**src/rtl/fifo_pkg.sv**
```systemverilog
// Shared FIFO helpers: wrap-bit pointer arithmetic, full/empty compares and
// default sizing used by sync_fifo.
package fifo_pkg;

   localparam int DEF_DEPTH     = 32;
   localparam int DEF_AF_THRESH = DEF_DEPTH - 4;
   localparam int DEF_AE_THRESH = 4;

   typedef logic [31:0] ptr_t;

   // Pointers carry one wrap bit above the index, so the increment rolls over at 2^(aw+1).
   function automatic ptr_t ptr_next(input ptr_t p, input int aw);
      ptr_t mask;
      mask = (ptr_t'(1) << (aw + 1)) - ptr_t'(1);
      return (p + ptr_t'(1)) & mask;
   endfunction

   function automatic logic ptr_empty(input ptr_t wp, input ptr_t rp);
      return wp == rp;
   endfunction

   function automatic logic ptr_full(input ptr_t wp, input ptr_t rp, input int aw);
      return (wp ^ rp) == (ptr_t'(1) << aw);
   endfunction

endpackage

```
**src/rtl/sync_fifo_mem.sv**
```systemverilog
// Single-clock simple dual-port storage for sync_fifo: one write port and one
// registered, enable-gated read port. The array itself is never reset.
module sync_fifo_mem #(
   parameter int DATA_WIDTH = 32,
   parameter int DEPTH      = 32,
   parameter int ADDR_WIDTH = $clog2(DEPTH)
) (
   input  logic                  clk,
   input  logic                  resetn,
   input  logic                  i_wr_en,
   input  logic [ADDR_WIDTH-1:0] i_wr_addr,
   input  logic [DATA_WIDTH-1:0] i_wr_data,
   input  logic                  i_rd_en,
   input  logic [ADDR_WIDTH-1:0] i_rd_addr,
   output logic [DATA_WIDTH-1:0] o_rd_data
);

   logic [DATA_WIDTH-1:0] r_mem [DEPTH];
   logic [DATA_WIDTH-1:0] r_rd_data;

   always_ff @(posedge clk) begin
      if (i_wr_en) begin
         r_mem[i_wr_addr] <= i_wr_data;
      end
   end

   // Read register holds its value whenever no read is accepted.
   always_ff @(posedge clk or negedge resetn) begin
      if (!resetn) begin
         r_rd_data <= '0;
      end else if (i_rd_en) begin
         r_rd_data <= r_mem[i_rd_addr];
      end
   end

   assign o_rd_data = r_rd_data;

endmodule

```
**src/rtl/sync_fifo.sv**
```systemverilog
// Single-clock FIFO with occupancy count, threshold flags, synchronous flush and
// registered read-valid. Optional sticky overflow/underflow flags: SYNC_FIFO_ERR_EN.
module sync_fifo
   import fifo_pkg::*;
#(
   parameter int DATA_WIDTH = 32,
   parameter int DEPTH      = DEF_DEPTH,
   parameter int ADDR_WIDTH = $clog2(DEPTH),
   parameter int AF_THRESH  = DEPTH - (DEF_DEPTH - DEF_AF_THRESH),
   parameter int AE_THRESH  = DEF_AE_THRESH
) (
   input  logic                  clk,
   input  logic                  resetn,
   input  logic                  flush,
   input  logic                  w_en,
   input  logic [DATA_WIDTH-1:0] w_data,
   input  logic                  r_en,
   output logic [DATA_WIDTH-1:0] r_data,
   output logic                  r_valid,
   output logic                  full,
   output logic                  empty,
   output logic                  almost_full,
   output logic                  almost_empty,
   output logic [ADDR_WIDTH:0]   count
`ifdef SYNC_FIFO_ERR_EN
   ,
   output logic                  overflow,
   output logic                  underflow
`endif
);

   localparam logic [ADDR_WIDTH:0] AF_LEVEL = AF_THRESH[ADDR_WIDTH:0];
   localparam logic [ADDR_WIDTH:0] AE_LEVEL = AE_THRESH[ADDR_WIDTH:0];

   logic [ADDR_WIDTH:0] r_wptr;
   logic [ADDR_WIDTH:0] r_rptr;
   ptr_t                w_wptr_next;
   ptr_t                w_rptr_next;
   logic                w_wr_ok;
   logic                w_rd_ok;

   // Flags depend only on the registered pointers, never on this cycle's requests.
   assign empty        = ptr_empty(ptr_t'(r_wptr), ptr_t'(r_rptr));
   assign full         = ptr_full(ptr_t'(r_wptr), ptr_t'(r_rptr), ADDR_WIDTH);
   assign count        = r_wptr - r_rptr;
   assign almost_full  = count >= AF_LEVEL;
   assign almost_empty = count <= AE_LEVEL;

   assign w_wr_ok     = w_en && !full && !flush;
   assign w_rd_ok     = r_en && !empty && !flush;
   assign w_wptr_next = ptr_next(ptr_t'(r_wptr), ADDR_WIDTH);
   assign w_rptr_next = ptr_next(ptr_t'(r_rptr), ADDR_WIDTH);

   always_ff @(posedge clk or negedge resetn) begin
      if (!resetn) begin
         r_wptr  <= '0;
         r_rptr  <= '0;
         r_valid <= 1'b0;
      end else if (flush) begin
         r_wptr  <= '0;
         r_rptr  <= '0;
         r_valid <= 1'b0;
      end else begin
         if (w_wr_ok) begin
            r_wptr <= w_wptr_next[ADDR_WIDTH:0];
         end
         if (w_rd_ok) begin
            r_rptr <= w_rptr_next[ADDR_WIDTH:0];
         end
         r_valid <= w_rd_ok;
      end
   end

`ifdef SYNC_FIFO_ERR_EN
   logic r_overflow;
   logic r_underflow;

   // Sticky until reset or flush; a flushing cycle never counts as an error.
   always_ff @(posedge clk or negedge resetn) begin
      if (!resetn) begin
         r_overflow  <= 1'b0;
         r_underflow <= 1'b0;
      end else if (flush) begin
         r_overflow  <= 1'b0;
         r_underflow <= 1'b0;
      end else begin
         if (w_en && full) begin
            r_overflow <= 1'b1;
         end
         if (r_en && empty) begin
            r_underflow <= 1'b1;
         end
      end
   end

   assign overflow  = r_overflow;
   assign underflow = r_underflow;
`endif

   sync_fifo_mem #(
      .DATA_WIDTH (DATA_WIDTH),
      .DEPTH      (DEPTH),
      .ADDR_WIDTH (ADDR_WIDTH)
   ) u_mem (
      .clk       (clk),
      .resetn    (resetn),
      .i_wr_en   (w_wr_ok),
      .i_wr_addr (r_wptr[ADDR_WIDTH-1:0]),
      .i_wr_data (w_data),
      .i_rd_en   (w_rd_ok),
      .i_rd_addr (r_rptr[ADDR_WIDTH-1:0]),
      .o_rd_data (r_data)
   );

endmodule

```
**config.mk**
```make
export PLATFORM = sky130hd
export DESIGN_NAME = sync_fifo
export DESIGN_NICKNAME = d
export VERILOG_FILES = /design/src/rtl/fifo_pkg.sv /design/src/rtl/sync_fifo_mem.sv /design/src/rtl/sync_fifo.sv
export SDC_FILE = /design/constraint.sdc
export NUM_CORES = 1
export LEC_CHECK = 0
export BUFFER_PORTS_ARGS = -buffer_cell sky130_fd_sc_hd__buf_2
export CELL_PAD_IN_SITES_DETAIL_PLACEMENT = 0
export CELL_PAD_IN_SITES_GLOBAL_PLACEMENT = 2
export CORE_UTILIZATION = 55
export CTS_BUF_LIST = sky130_fd_sc_hd__clkbuf_8
export CTS_CLUSTER_SIZE = 14
export DETAILED_ROUTE_END_ITERATION = 12
export PLACE_DENSITY = 0.94
export SYNTH_ARGS = -nofsm -noshare
export SYNTH_HDL_FRONTEND = slang
export SYNTH_SLANG_ARGS = --single-unit
```
**constraint.sdc**
```tcl
create_clock -name clk -period 9.5 [get_ports clk]
set_input_delay 0 -clock clk [delete_from_list [all_inputs] [get_ports clk]]
set_output_delay 0 -clock clk [all_outputs]
set_load 0.02 [all_outputs]
```
==> flow_metrics.py, run 1 <==
metrics = {
    "power_and_ir_drop": {
        "switching_power_mw": 2.643,
        "pwr-share-comb": 0.127,
        "seqPwrFrac": 0.525,
        "p_total_mw": 10.20,
        "pwr-share-clk": 0.348,
        "peakVddDrop_v": 0.0001874,
        "power.internal_mw": 7.560,
        "static-leakage-power_nw": 14.36,
        "cellPowerDensity_mw_per_mm2": 220.6,
        "switching_share": 0.2590,
    },
    "clocking": {
        "cts.root.buffer_cell": "sky130_fd_sc_hd__clkbuf_8",
        "htree_levels": 4,
        "clock_insertion_delay_worst_skew_ns": 0.82,
        "tritoncts": "yes",
        "post_cts_resize_count": 0,
        "number_of_buffers_between_clock_root_and_the_deepest_sink": 3,
        "numCtsBuffers": 164,
        "clk_pin_slew_ns": 0.06,
        "cts.sink_count": 1069,
    },
    "yosys": {
        "synth_sequential_area_ratio": 0.7667,
        "asyncSetResetFlopFracSynth": 0.04210,
        "synthesis.nets": 2109,
        "post_synthesis_cell_area_mm2": 0.04157,
        "synth_top_flop_cell": "sky130_fd_sc_hd__edfxtp_1",
        "netlist_top_cells_area": "sky130_fd_sc_hd__edfxtp_1, sky130_fd_sc_hd__mux4_2, sky130_fd_sc_hd__mux2i_1, sky130_fd_sc_hd__dfrtp_1, sky130_fd_sc_hd__o221ai_1",
        "post_synth.cell_area_avg_um2": 20.17,
        "synth_warnings": 0,
        "synth_seq_cells": 1069,
        "synth_edf_count": 1024,
        "synthDominantCellAreaShare": 0.7397,
        "synth_area_leader_cell": "sky130_fd_sc_hd__edfxtp_1",
        "synth_instances": 2061,
        "yosysUniqueCellTypes": 51,
    },
    "worst_hold_path": {
        "min_from": "flush",
        "worstHoldPathType": "input pin to register",
    },
    "global_route": {
        "grt_pass1_vias": 21492,
        "global_route.usage.total": 0.2717,
        "antenna_found_initial": 13,
        "grt_start_max_net_pins": 130,
        "wire_length_of_the_first_global_routing_pass_um": 146800,
        "grt_overflow_total": 0,
    },
    "route": {
        "initialDrtViolationCount": 2484,
        "detailroute.via_count": 21349,
        "routed_wl_um": 103000,
        "via_per_inst": 6.392,
        "detail_route.first_pass.iterations": 6,
        "final_antenna_net_count": 0,
        "drc_errors": 0,
        "wl_per_cell_um": 30.84,
    },
    "worst_setup_path": {
        "critical_path_class": "register to register",
        "worst-path-max-fanout": 36,
        "critPathArrivalTime_ns": 5.42,
        "timing.critical_path.to_type": "register",
        "worstPathRequired_ns": 9.90,
        "timing.rr.start": "r_rptr[4]$_DFFE_PN0P_",
        "startpoint_type": "register",
        "timing.reg2reg.setup_slack_ns": 4.49,
        "worst_setup_path_startpoint": "r_rptr[4]$_DFFE_PN0P_",
    },
    "sta": {
        "worst_clock_skew_ns": 0.04275,
        "final_hold_vios": 0,
        "max_freq_mhz": 199.5,
        "finalSetupViolations": 0,
        "setup_repair_after_global_routing_missed_its_margin": "no",
        "min_period_over_period": 0.5277,
        "max_slew.worst_pin.slew_ns": 1.218,
        "final_max_slew_viol_count": 0,
        "slew_headroom": 0.1864,
        "fin_crit_ns": 5.013,
        "final.setup.tns_ns": 0,
    },
    "die": {
        "floorplan.die_area_mm2": 0.07669,
        "initial_core_util": 0.5575,
        "number_of_top_level_pins": 80,
        "die_h_um": 276.9,
        "standard_cell_rows": 100,
        "design.core.area_mm2": 0.07457,
        "die_w_um": 276.9,
    },
    "job": {
        "cap_violations": 0,
    },
    "final_layout": {
        "most-common-layout-cells": "sky130_fd_sc_hd__edfxtp_1, sky130_fd_sc_hd__clkbuf_8, sky130_fd_sc_hd__mux4_2",
        "final_common_cell": "sky130_fd_sc_hd__edfxtp_1",
        "drive_gt1_frac": 0.2382,
        "num-nets-final": 2282,
        "final_core_util": 0.6203,
        "n_fill_cell": 5134,
        "area_growth_pct": 11.26,
    },
    "place": {
        "detailed_place_hpwl_um": 59880,
        "routabilityCongestion": 0.8455,
        "portBuffers": 79,
    },
    "status": {
        "run_status": "finished clean",
    },
}
==> worst max-delay path, cell delays in order (launching register included) <==
cell and delay (ns):
sky130_fd_sc_hd__dfrtp_2 0.94, sky130_fd_sc_hd__clkinv_1 0.51, sky130_fd_sc_hd__ha_1 0.48, sky130_fd_sc_hd__and4_1 0.25, sky130_fd_sc_hd__nand3_1 0.13, sky130_fd_sc_hd__nand2_1 0.14
sky130_fd_sc_hd__nor2_1 0.25, sky130_fd_sc_hd__nand2_1 0.67, sky130_fd_sc_hd__nor2_4 1.18
==> cells in the mapped netlist, types with 2 or more instances <==
library cell	instances
sky130_fd_sc_hd__nor2b_1	2
sky130_fd_sc_hd__o221ai_1	67
sky130_fd_sc_hd__a22oi_1	29
sky130_fd_sc_hd__ha_1	10
sky130_fd_sc_hd__dfrtp_1	45
sky130_fd_sc_hd__and2_1	2
sky130_fd_sc_hd__o22ai_1	33
sky130_fd_sc_hd__buf_1	5
sky130_fd_sc_hd__nor3_2	3
sky130_fd_sc_hd__o221ai_2	24
sky130_fd_sc_hd__xnor2_1	9
sky130_fd_sc_hd__nand4_1	2
sky130_fd_sc_hd__nor3_1	29
sky130_fd_sc_hd__mux4_1	8
sky130_fd_sc_hd__nor2_1	107
sky130_fd_sc_hd__o21ai_0	8
sky130_fd_sc_hd__buf_8	6
sky130_fd_sc_hd__nand3_1	8
sky130_fd_sc_hd__a31oi_1	31
sky130_fd_sc_hd__buf_4	26
sky130_fd_sc_hd__mux4_2	158
sky130_fd_sc_hd__inv_1	10
sky130_fd_sc_hd__clkbuf_1	51
sky130_fd_sc_hd__nand2_1	24
sky130_fd_sc_hd__a21oi_1	95
sky130_fd_sc_hd__nand2b_1	2
sky130_fd_sc_hd__xor2_1	3
sky130_fd_sc_hd__edfxtp_1	1024
sky130_fd_sc_hd__mux2i_1	152
sky130_fd_sc_hd__nand3b_1	2
sky130_fd_sc_hd__or3_1	3
sky130_fd_sc_hd__buf_2	24
sky130_fd_sc_hd__clkinv_1	2
sky130_fd_sc_hd__buf_6	6
sky130_fd_sc_hd__mux2_2	31
sky130_fd_sc_hd__buf_12	5
==> cell type report <==
| cell class | count | area, um^2 | share of cell area |
|---|---|---|---|
| inverters | 12 | 45.04 | 0.0009738 |
| clock buffers | 166 | 2285 | 0.04939 |
| repair buffers | 130 | 910.9 | 0.01969 |
| diodes | 3 | 7.507 | 0.0001623 |
| flip-flops and latches | 1069 | 31890 | 0.6894 |
| well taps | 969 | 1212 | 0.02621 |
| multi-input cells | 857 | 9149 | 0.1978 |
| clock inverters | 134 | 755.7 | 0.01634 |
==> routing by layer <==
metal / vias up / GRT usage / routed length (um)
met1: 11015 / 0.3351 / 36440
li1: 8951 / - / -
met4: 6 / 0.1353 / 4958
met3: 219 / 0.05197 / 8416
met2: 1158 / 0.4620 / 53170
met5: - / 0 / 34
==> stage by stage <==
stage	hold slack [ns]	instances	setup WS [ns]	area (um^2)
floorplan	-0.2956	2061	5.665	41570
global placement	0.1536	2999	4.684	42830
detailed placement	0.1588	2999	4.662	42830
CTS	0.06097	3337	4.578	46250
global route	0.1200	3338	4.398	46250
finish	0.1024	3340	4.487	46250
==> final timing paths <==
kind	to	cells after the start
worst min register to register	u_mem.o_rd_data[15]$_DFFE_PN0P_	2
worst max register to register	u_mem.r_mem[31][9]$_DFFE_PP_	8
worst max-delay path	u_mem.r_mem[31][9]$_DFFE_PP_	8
worst min-delay path	r_rptr[5]$_DFFE_PN0P_	3
min in group asynchronous	r_rptr[5]$_DFFE_PN0P_	4
max in group asynchronous	r_rptr[0]$_DFFE_PN0P_	4
==> power by group through the flow <==
stage	clock, mW	sequential [mW]	combinational (mW)
final	3.55	5.36	1.29
after detailed placement	0	5.46	1.29
after global routing	3.78	5.37	1.36
after floorplan	0	5.47	0.867
after global placement	0	5.46	1.27
after CTS	3.59	5.36	1.30
==> state kept, by name, indices dropped and copies added, names as in the netlist <==
signal and count:
r_wptr 6, u_mem.r_mem 1024, r_valid 1, r_rptr 6, u_mem.o_rd_data 32
==> repair_timing <==
action	CTS	global route
hold buffers	38	0
setup buffers	0	0
hold endpoints to repair	1091	0
==> logic make-up after synthesis <==
logic type,share of synthesized area
AOI/OAI and AO/OA,0.05156
xor gates and xnor gates,0.002528
adders and majority gates,0.003491
buffers and inverters,0.01992
DFF,0.7667
muxes,0.1356
and+or+nand+nor,0.02011
(Power assumes the default switching activity.)
==> run 2: changes to the inputs <==
CORE_UTILIZATION = 51   (was 55)
PLACE_DENSITY = 0.88   (was 0.94)
clock period = 5.26 ns   (was 9.5 ns; I/O delays follow)
==> flow_metrics.py, run 2 (synthesis results as in run 1) <==
metrics = {
    "power_and_ir_drop": {
        "switching_power_mw": 4.730,
        "peakVddDrop_v": 0.0002507,
        "cellPowerDensity_mw_per_mm2": 394.4,
        "pwr-share-clk": 0.349,
        "pwr-share-comb": 0.128,
        "power.internal_mw": 13.71,
        "p_total_mw": 18.44,
        "static-leakage-power_nw": 14.63,
        "switching_share": 0.2565,
        "seqPwrFrac": 0.522,
    },
    "die": {
        "design.core.area_mm2": 0.08055,
        "die_h_um": 287.5,
        "standard_cell_rows": 104,
        "die_w_um": 287.5,
        "number_of_top_level_pins": 80,
        "floorplan.die_area_mm2": 0.08266,
        "initial_core_util": 0.5161,
    },
    "place": {
        "routabilityCongestion": 0.8411,
        "portBuffers": 79,
        "detailed_place_hpwl_um": 60690,
        "placement.cell_area_mm2": 0.04330,
    },
    "route": {
        "via_per_inst": 6.205,
        "routed_wl_um": 103500,
        "drc_errors": 0,
        "initialDrtViolationCount": 2489,
        "detailroute.via_count": 21514,
        "final_antenna_net_count": 0,
        "wl_per_cell_um": 29.87,
        "detail_route.first_pass.iterations": 5,
    },
    "sta": {
        "min_period_over_period": 0.7564,
        "fin_crit_ns": 3.979,
        "max_freq_mhz": 251.3,
        "max_slew.worst_pin.slew_ns": 1.231,
        "worst_clock_skew_ns": 0.04525,
        "fin_hold_ws_ns": 0.1462,
        "final_max_slew_viol_count": 0,
        "slew_headroom": 0.1791,
        "finalSetupViolations": 0,
        "final_hold_vios": 0,
        "setup_repair_after_global_routing_missed_its_margin": "no",
        "final.setup.tns_ns": 0,
    },
    "worst_setup_path": {
        "timing.reg2reg.setup_slack_ns": 1.28,
        "crit_path_cell_trace": "inv_2 -> ha_1 -> and4_1 -> nand3_1 -> nand2_1 -> nor2_1 -> nand2_1 -> nor2_4",
        "timing.critical_path.to_type": "register",
        "critical_path_class": "register to register",
        "reg2reg_to": "u_mem.r_mem[21][13]$_DFFE_PP_",
        "worst-path-max-fanout": 37,
        "worstPathRequired_ns": 5.66,
        "crit_path_max_incr_delay_ns": 1.10,
        "timing.rr.start": "r_rptr[3]$_DFFE_PN0P_",
        "cpMostUsedCell": "sky130_fd_sc_hd__nand2_1",
        "critPathArrivalTime_ns": 4.38,
        "reg2regPathDepth": 8,
        "cpMaxStageDelayCell": "sky130_fd_sc_hd__nor2_4",
        "path_buf_inv": 1,
        "crit_family": "simple AND/OR/NAND/NOR gates",
        "worst_setup_path_startpoint": "r_rptr[3]$_DFFE_PN0P_",
        "startpoint_type": "register",
    },
    "final_layout": {
        "num-nets-final": 2316,
        "final_core_util": 0.5806,
        "drive_gt1_frac": 0.2461,
        "design_area_mm2": 0.04676,
        "largest_register_ffs": 1024,
        "n_fill_cell": 5733,
        "most-common-layout-cells": "sky130_fd_sc_hd__edfxtp_1, sky130_fd_sc_hd__clkbuf_8, sky130_fd_sc_hd__mux4_2",
        "most_flop_heavy_register": "u_mem.r_mem",
        "area_growth_pct": 12.48,
        "final_common_cell": "sky130_fd_sc_hd__edfxtp_1",
    },
    "global_route": {
        "globalRoute.busiestLayer": "met2",
        "grt_overflow_total": 0,
        "met2_usage": 0.3873,
        "grt_util_met1": 0.3561,
        "wire_length_of_the_first_global_routing_pass_um": 149100,
        "grt_use_met3": 0.06735,
        "grt_start_max_net_pins": 130,
        "antenna_found_initial": 3,
        "global_route.usage.total": 0.2553,
        "grt_pass1_vias": 21727,
    },
    "worst_hold_path": {
        "min_from": "flush",
        "worstHoldPathType": "input pin to register",
        "hold_end": "r_wptr[2]$_DFFE_PN0P_",
        "hold_path_depth": 3,
    },
    "clocking": {
        "numCtsBuffers": 165,
        "clock_insertion_delay_worst_skew_ns": 0.82,
        "htree_levels": 4,
        "number_of_buffers_between_clock_root_and_the_deepest_sink": 3,
        "cts.root.buffer_cell": "sky130_fd_sc_hd__clkbuf_8",
        "clk_pin_slew_ns": 0.06,
        "cts.sink_count": 1069,
        "tritoncts": "yes",
    },
    "job": {
        "cap_violations": 0,
    },
    "status": {
        "run_status": "finished clean",
    },
}
run 2: cell count changes in the layout (fill, tap and decap cells not counted), moves of 2 or more:
cell | previous run | this run
sky130_fd_sc_hd__buf_4 | 10 | 34
sky130_fd_sc_hd__buf_12 | 3 | 12
sky130_fd_sc_hd__clkbuf_8 | 166 | 173
sky130_fd_sc_hd__diode_2 | 3 | 1
sky130_fd_sc_hd__inv_1 | 65 | 76
sky130_fd_sc_hd__clkinv_2 | 22 | 14
sky130_fd_sc_hd__clkinvlp_4 | 7 | 4
run 2: per-stage QoR:
stage | instances | worst slack [ns]
final | 3467 | 1.281
after global routing | 3467 | 1.055
after CTS | 3466 | 1.241
after detailed placement | 3123 | 1.249
after global placement | 3123 | 1.309
after floorplan | 2061 | 1.425
run 2: power by group through the flow:
stage	registers [mW]	logic [mW]	clock network, mW
final	9.63	2.37	6.44
after global routing	9.64	2.51	6.89
after CTS	9.63	2.39	6.55
after detailed placement	9.80	2.35	0
after global placement	9.80	2.33	0
after floorplan	9.88	1.57	0
run 2: worst max path at each step:
stage,cells past startpoint,endpoint
detailed placement,8,u_mem.r_mem[21][21]$_DFFE_PP_
global placement,8,u_mem.r_mem[21][21]$_DFFE_PP_
global route,8,u_mem.r_mem[21][18]$_DFFE_PP_
finish,8,u_mem.r_mem[21][13]$_DFFE_PP_
CTS,8,u_mem.r_mem[21][13]$_DFFE_PP_
floorplan,11,u_mem.r_mem[31][0]$_DFFE_PP_
run 2: cell type report:
class / instances / area, um^2 / share of cell area
sequential: 1069 / 31890 / 0.6819
multi-input combinational: 857 / 9149 / 0.1956
clock buffer: 173 / 2381 / 0.05092
tap: 1060 / 1326 / 0.02836
timing repair buffer: 163 / 1271 / 0.02718
clock inverter: 132 / 698.2 / 0.01493
inverter: 12 / 45.04 / 0.0009632
antenna: 1 / 2.502 / 0.00005351
run 2: worst reg2reg max path, cell delays in order (launching register included):
cell and delay [ns]:
sky130_fd_sc_hd__dfrtp_4 0.75, sky130_fd_sc_hd__inv_2 0.12, sky130_fd_sc_hd__ha_1 0.35, sky130_fd_sc_hd__and4_1 0.19
sky130_fd_sc_hd__nand3_1 0.12, sky130_fd_sc_hd__nand2_1 0.14, sky130_fd_sc_hd__nor2_1 0.26, sky130_fd_sc_hd__nand2_1 0.51
sky130_fd_sc_hd__nor2_4 1.10
run 2: per-layer routing:
layer  routed length, um  vias up
met5                  23        -
met4                3593        4
met3               10020      198
met2               48550     1155
met1               41360    11140
li1                    -     9017
run 2: timing repair:
| action | in CTS | in global routing |
|---|---|---|
| endpoints found under the hold margin | 1090 | 0 |
| endpoints found under the setup margin | 0 | 0 |
| hold buffers | 38 | 0 |
| resized for setup | 0 | 0 |
| buffers inserted | 0 | 0 |
